`src/rtl/ahb_mtx_pkg.sv`:
```
// Shared AHB bus-matrix definitions: HTRANS/HBURST encodings, owner states
// and the burst-length helper used by the output-stage arbiters.
package ahb_mtx_pkg;

   typedef enum logic [1:0] {
      HTRANS_IDLE   = 2'b00,
      HTRANS_BUSY   = 2'b01,
      HTRANS_NONSEQ = 2'b10,
      HTRANS_SEQ    = 2'b11
   } htrans_e;

   typedef enum logic [2:0] {
      HBURST_SINGLE = 3'b000,
      HBURST_INCR   = 3'b001,
      HBURST_WRAP4  = 3'b010,
      HBURST_INCR4  = 3'b011,
      HBURST_WRAP8  = 3'b100,
      HBURST_INCR8  = 3'b101,
      HBURST_WRAP16 = 3'b110,
      HBURST_INCR16 = 3'b111
   } hburst_e;

   typedef enum logic {
      OWN_IDLE  = 1'b0,
      OWN_OWNED = 1'b1
   } own_state_e;

   // Beats remaining after the NONSEQ of a fixed-length burst; 0 for SINGLE/INCR.
   function automatic logic [3:0] burst_beats(input logic [2:0] hburst);
      case (hburst)
         HBURST_WRAP4,  HBURST_INCR4:  return 4'd3;
         HBURST_WRAP8,  HBURST_INCR8:  return 4'd7;
         HBURST_WRAP16, HBURST_INCR16: return 4'd15;
         default:                      return 4'd0;
      endcase
   endfunction

endpackage

```
`src/rtl/ahb_mtx_rr_pick.sv`:
```
// Combinational round-robin picker: the first set request after last_owner
// (wrapping modulo NUM_IN) wins.
module ahb_mtx_rr_pick #(
   parameter int NUM_IN = 3
) (
   input  logic [NUM_IN-1:0] req,
   input  logic [1:0]        last_owner,
   output logic [1:0]        winner,
   output logic              any_req
);

   logic [2:0] cand;

   // NOTE: every signal written here gets a default first, so no path leaves it unassigned and no latch is inferred.
   always_comb begin
      winner  = 2'd0;
      any_req = 1'b0;
      cand    = 3'd0;
      for (int i = 1; i <= NUM_IN; i++) begin
         cand = {1'b0, last_owner} + 3'(i);
         if (cand >= 3'(NUM_IN)) cand = cand - 3'(NUM_IN);
         for (int n = 0; n < NUM_IN; n++) begin
            if (!any_req && req[n] && cand == 3'(n)) begin
               winner  = 2'(n);
               any_req = 1'b1;
            end
         end
      end
   end

endmodule

```
`src/rtl/ahb_mtx_out_arb.sv`:
```
// Bus-matrix output-stage arbiter: round-robin between input stages, holding
// the grant across fixed/undefined-length bursts and locked sequences.
module ahb_mtx_out_arb
   import ahb_mtx_pkg::*;
#(
   parameter int NUM_IN     = 3,
   parameter bit BURST_HOLD = 1'b1
) (
   input  logic                  HCLK,
   input  logic                  HRESET,
   input  logic [NUM_IN-1:0]     req_in,
   input  logic [2*NUM_IN-1:0]   trans_in,
   input  logic [3*NUM_IN-1:0]   burst_in,
   input  logic [NUM_IN-1:0]     mastlock_in,
   input  logic                  HREADYM,
   output logic [1:0]            addr_in_port,
   output logic                  no_port,
   output logic [1:0]            data_in_port,
   output logic                  data_valid,
   output logic [NUM_IN-1:0]     active_out
);

   own_state_e        state_q, state_d;
   logic [1:0]        addr_q, addr_d;
   logic [1:0]        last_q, last_d;
   logic [1:0]        data_port_q, data_port_d;
   logic              data_valid_q, data_valid_d;
   logic [3:0]        beat_cnt_q, beat_cnt_d;
   logic [NUM_IN-1:0] active_q, active_d;

   logic [1:0]        trans_o;
   logic [2:0]        burst_o;
   logic              lock_o;
   logic [3:0]        beat_cnt_adv;
   logic              owned;
   logic              hold;
   logic [1:0]        winner;
   logic              any_req;

   ahb_mtx_rr_pick #(.NUM_IN(NUM_IN)) u_pick (
      .req        (req_in),
      .last_owner (last_q),
      .winner     (winner),
      .any_req    (any_req)
   );

   // Current owner's transfer attributes.
   always_comb begin
      trans_o = HTRANS_IDLE;
      burst_o = HBURST_SINGLE;
      lock_o  = 1'b0;
      for (int n = 0; n < NUM_IN; n++) begin
         if (addr_q == 2'(n)) begin
            trans_o = trans_in[2*n +: 2];
            burst_o = burst_in[3*n +: 3];
            lock_o  = mastlock_in[n];
         end
      end
   end

   assign owned = (state_q == OWN_OWNED);

   always_comb begin
      beat_cnt_adv = beat_cnt_q;
      if (owned) begin
         case (trans_o)
            HTRANS_NONSEQ: beat_cnt_adv = burst_beats(burst_o);
            HTRANS_SEQ:    beat_cnt_adv = (beat_cnt_q == 4'd0) ? 4'd0 : beat_cnt_q - 4'd1;
            default:       beat_cnt_adv = beat_cnt_q;
         endcase
      end
      hold = owned && (lock_o
                       || (BURST_HOLD && beat_cnt_adv != 4'd0)
                       || (BURST_HOLD && burst_o == HBURST_INCR && trans_o != HTRANS_IDLE));
   end

   always_comb begin
      state_d      = state_q;
      addr_d       = addr_q;
      last_d       = last_q;
      beat_cnt_d   = beat_cnt_q;
      data_port_d  = data_port_q;
      data_valid_d = data_valid_q;
      active_d     = active_q;

      if (HREADYM) begin
         data_port_d  = addr_q;
         data_valid_d = owned && (trans_o == HTRANS_NONSEQ || trans_o == HTRANS_SEQ);
         if (hold) begin
            beat_cnt_d = beat_cnt_adv;
         end else if (any_req) begin
            state_d    = OWN_OWNED;
            addr_d     = winner;
            last_d     = winner;
            beat_cnt_d = (owned && winner == addr_q) ? beat_cnt_adv : 4'd0;
         end else begin
            // Park on the previous owner so the address mux stays stable.
            state_d    = OWN_IDLE;
            beat_cnt_d = 4'd0;
         end
         for (int n = 0; n < NUM_IN; n++)
            active_d[n] = (state_d == OWN_OWNED) && (addr_d == 2'(n));
      end
   end

   // NOTE: sequential state uses non-blocking assignments so every flop samples pre-edge values.
   always_ff @(posedge HCLK) begin
      if (HRESET) begin
         state_q      <= OWN_IDLE;
         addr_q       <= 2'd0;
         last_q       <= 2'(NUM_IN - 1);
         beat_cnt_q   <= 4'd0;
         data_port_q  <= 2'd0;
         data_valid_q <= 1'b0;
         active_q     <= '0;
      end else begin
         state_q      <= state_d;
         addr_q       <= addr_d;
         last_q       <= last_d;
         beat_cnt_q   <= beat_cnt_d;
         data_port_q  <= data_port_d;
         data_valid_q <= data_valid_d;
         active_q     <= active_d;
      end
   end

   assign addr_in_port = addr_q;
   assign no_port      = (state_q == OWN_IDLE);
   assign data_in_port = data_port_q;
   assign data_valid   = data_valid_q;
   assign active_out   = active_q;

endmodule

```
`config.mk`:
```
export PLATFORM = sky130hd
export DESIGN_NAME = ahb_mtx_out_arb
export DESIGN_NICKNAME = d
export VERILOG_FILES = /design/src/rtl/ahb_mtx_pkg.sv /design/src/rtl/ahb_mtx_rr_pick.sv /design/src/rtl/ahb_mtx_out_arb.sv
export SDC_FILE = /design/constraint.sdc
export NUM_CORES = 1
export LEC_CHECK = 0
export ABC_AREA = 1
export BUFFER_PORTS_ARGS = -buffer_cell sky130_fd_sc_hd__buf_2
export CAP_MARGIN = 0
export CORE_ASPECT_RATIO = 1.25
export CORE_MARGIN = 3
export CORE_UTILIZATION = 57
export CTS_CLUSTER_SIZE = 24
export DETAILED_ROUTE_END_ITERATION = 6
export GPL_ROUTABILITY_DRIVEN = 1
export PLACE_DENSITY = 0.84
export SLEW_MARGIN = 20
export SYNTH_ARGS = -nofsm -noshare
export SYNTH_HDL_FRONTEND = slang
export SYNTH_SLANG_ARGS = --single-unit
```
`constraint.sdc`:
```
create_clock -name HCLK -period 5.9 [get_ports HCLK]
set_clock_uncertainty 0.2 [all_clocks]
set_input_delay 0.295 -clock HCLK [delete_from_list [all_inputs] [get_ports HCLK]]
set_output_delay 0.295 -clock HCLK [all_outputs]
set_load 0.05 [all_outputs]
```
==> summary.md <==
| Metric | Value |
|---|---|
| Outcome | finished, final reports clean |
| Clock Tree Root | clkbuf_4 |
| Slowest cell on crit path | dfxtp_1 |
| Final Hold Viols | 0 |
| Nets | 266 |
| Leakage power | 0.747 nW |
| Clock Latency Late Sink | 280 ps |
| Busiest grt layer | met2 |
| FILL cells | 211 |
| Area grow syn2layout | 13.7% |
| Slew Limit Headroom | 57.9% |
| Peak VDD IR | 168 uV |
| Sequential-to-total area share from yosys stat | ~22% |
| Pwr per Cell Area | 235 nW/um2 |
| Setup_tns | 0 ps |
| Vias | 1404 |
| Clock share of power | 16.0% |
| Die height | about 60 um |
| Fin. max-slew vios | 0 |
| Net Sw Power | 0.000163 W |
| CP most frequent cell | nand2_1 |
| Core area | ~2200 um2 |
| Placement Rows | 19 |
| Seq pwr share | 34.6% |
| Clk slew on worst S/H paths | 90 ps |
| Simple logic cell fraction of the synthesized area | between 40 and 50% |
| WL final | ~2800 um |
| Yosys reg bits | 15 |
| Main combinational cell family by area after synthesis | simple AND/OR/NAND/NOR gates |
| Residual DRC | 0 |
| Power, Total | roughly 0.00036 W |
| Worst hold start | HRESET |
| Min Tclk post-route | 2610 ps |
| Final worst path period share | 44.2% |
| Setup Fix Bufs, Post-CTS | 0 |
| Place WS | 3320 ps |
| Clock H-tree levels | 1 |
| Setup violators final | 0 |
| R2R Setup Slk | 3290 ps |
| CTS tree | built |
| Sw Share | 45.5% |
| Starting Density | 60.7% |
| Critical Path, Cell by Cell | inv_1 > nand3_1 > nand2_2 > nand2_4 > inv_2 > nand4_1 > nand2_1 > nand2_1 > nand2_1 > nor2_2 > nand2_4 > nand2_4 > nand2_1 > nand2_1 > inv_1 > nand3_1 > a21oi_1 |
| Internal power | approximately 0.00020 W |
| Cells after Synth | 205 |
| Detail Placement HPWL | 2290 um |
| Worst path required time | 5860 ps |
| First-pass GRT wire length | between 4000 and 5000 um |
| Mux contribution to synthesized area | 0% |
| WHS Path Cells | 2 |
| Global Route Usage Sum | 20.6% |
| Critical Path Max Stage Delay | 730 ps |
| Maximum buffer depth of the clock tree | 2 |
| Synth Area in Compound Gates | between 10% and 20% |
| Combinational power share | 49.4% |
| CP startpoint kind | flip-flop |
| Mapped Nets | 234 |
| Routability Congestion | 0.904 |
| Met2 usage | 35.2% |
| Largest net degree at the start of global routing | 15 |
| GR Layer Usage met3 | under 10% |
| Clock sink count | 15 |
| Vias in the first global route | 1228 |
| XOR/XNOR share of the synthesized area | 0% |
| Final worst slack | 3290 ps |
| M1 GR Usage | roughly a quarter |
| Critical path arrival | 2570 ps |
| Avg Inst Size Synth | 6.54 um2 |
| Number of max-cap violations | 0 |
| Crit Path Class | reg2reg |
| Initial antenna violation count | 0 |
| Final ANT Viol Nets | 0 |
| Most common cell after layout, fill and taps aside | nand2_1 |
| Element type at the critical path end | flip-flop |
| Crit path max fanout | 12 |
| Die area | 2970 um2 |
| CTS Hold Bufs | 0 |
| N_diodes | 0 |
| Synth Area in Adders | 4.66% |
| Reg-to-Reg Start | addr_in_port[1] |
| Worst path top cell family by delay | simple AND/OR/NAND/NOR gates |
| Fmax | between 0.3 and 0.4 GHz |
| Reg2reg end | active_out[1] |
| Iteration-0 DRC count of the detailed router | 51 |
| # IOs | 33 |
| CTS Buf Count | 3 |
| Post-synth cell types | 27 |
| DR WL/cell | between 10 and 15 um |
| Most frequent cells in the layout | nand2_1 (61), buf_2 (32), nand3_1 (24) |
| Syn. warnings | 0 |
| Worst-margin pin slew | 631 ps |
| TritonRoute pass-1 iters | 4 |
| Hold WC Path Type | in2reg |
| Vias/cell | 5.26 |
| Die width | about 49 um |
| Mapped Area | 1340 um2 |
| Post-CTS sizing | 0 |
| Gr ovfl total | 0 |
| Buffers and inverters on the worst path | 3 |
| Layout cells sized above 1 | 30.9% |
| Reg2Reg Depth | 17 |
| Port Buffer Count | 32 |
| Hold endpoint | active_out[0] |
| Unrepaired setup endpoints after global routing | false |
==> worst reg2reg max path, stage by stage, from the launching register on <==
cell and delay, ps:
dfxtp_1 730, inv_1 250, nand3_1 140, nand2_2 80
nand2_4 100, inv_2 80, nand4_1 70, nand2_1 70
nand2_1 60, nand2_1 60, nor2_2 140, nand2_4 70
nand2_4 90, nand2_1 60, nand2_1 80, inv_1 60
nand3_1 80, a21oi_1 60
==> power groups by stage <==
stage                     Sequential [W]  Combinational [W]  Clock (W)
after floorplan                 0.000137           0.000135          0
after global placement          0.000126           0.000176          0
after detailed placement        0.000126           0.000177          0
after CTS                       0.000124           0.000178  0.0000588
after global routing            0.000126           0.000199  0.0000610
final                           0.000124           0.000177  0.0000572
==> area by class of cell <==
cell class	instances	area, um2	share of cell area (%)
well taps	31	38.8	2.54
repair buffers	32	160	10.5
flip-flops and latches	15	300	19.7
clock buffers	4	26.3	1.72
inverters	24	105	6.89
multi-input cells	161	895	58.7
==> state kept, by name (all words and copies together) (netlist names) <==
signal	cells
active_out	3
addr_in_port	2
beat_cnt_q	4
data_in_port	2
data_valid	1
last_q	2
owned	1
==> worst max path at each step <==
stage,start,to,slack [ps],depth (start not counted)
after floorplan,addr_in_port[1],active_out[0],3600,18
after CTS,addr_in_port[1],active_out[1],3300,17
final,addr_in_port[1],active_out[1],3290,17
after detailed placement,addr_in_port[1],active_out[1],3320,17
after global routing,addr_in_port[1],active_out[1],3060,17
after global placement,addr_in_port[1],active_out[1],3320,17
==> Yosys cell counts (all sizes together) <==
library cell	count	area (um2)
buf	3	33.8
o211ai	5	37.5
nand4	2	12.5
clkbuf	2	7.51
o21ai	9	56.3
inv	22	92.6
clkinv	2	12.5
nand2	74	349
ha	5	62.6
nand3	26	148
dfxtp	15	300
o32ai	1	8.76
nor2	21	119
a21oi	18	101
==> metrics by stage <==
stage          utilization, %  cell area, um2  instances  hold slack, ps
5_1_grt                  69.0            1530        267             160
3_5_place_dp             67.8            1500        263             256
6_report                 69.0            1530        267             140
2_1_floorplan               -            1340        205             164
4_1_cts                  69.0            1530        267             128
3_3_place_gp             67.8            1500        263             256
==> per-layer routing <==
layer | vias up | part of all wire, % | wire [um]
met5 | - | 0 | 0
li1 | 728 | - | -
met4 | 0 | 1.8 | 52
met2 | 57 | 47 | 1330
met1 | 612 | 45 | 1270
met3 | 7 | 6.7 | 192
==> logic make-up (layout without fill, tap and decap cells) <==
logic type               Yosys count  count (layout)
adder cells (fa/ha/maj)            5               5
AND/OR/NAND/NOR                  123             123
AO/OA/AOI/OAI                     33              33
flip-flops                        15              15
buffers and inverters             29              60
No activity file was read; power rests on OpenSTA's default activity.
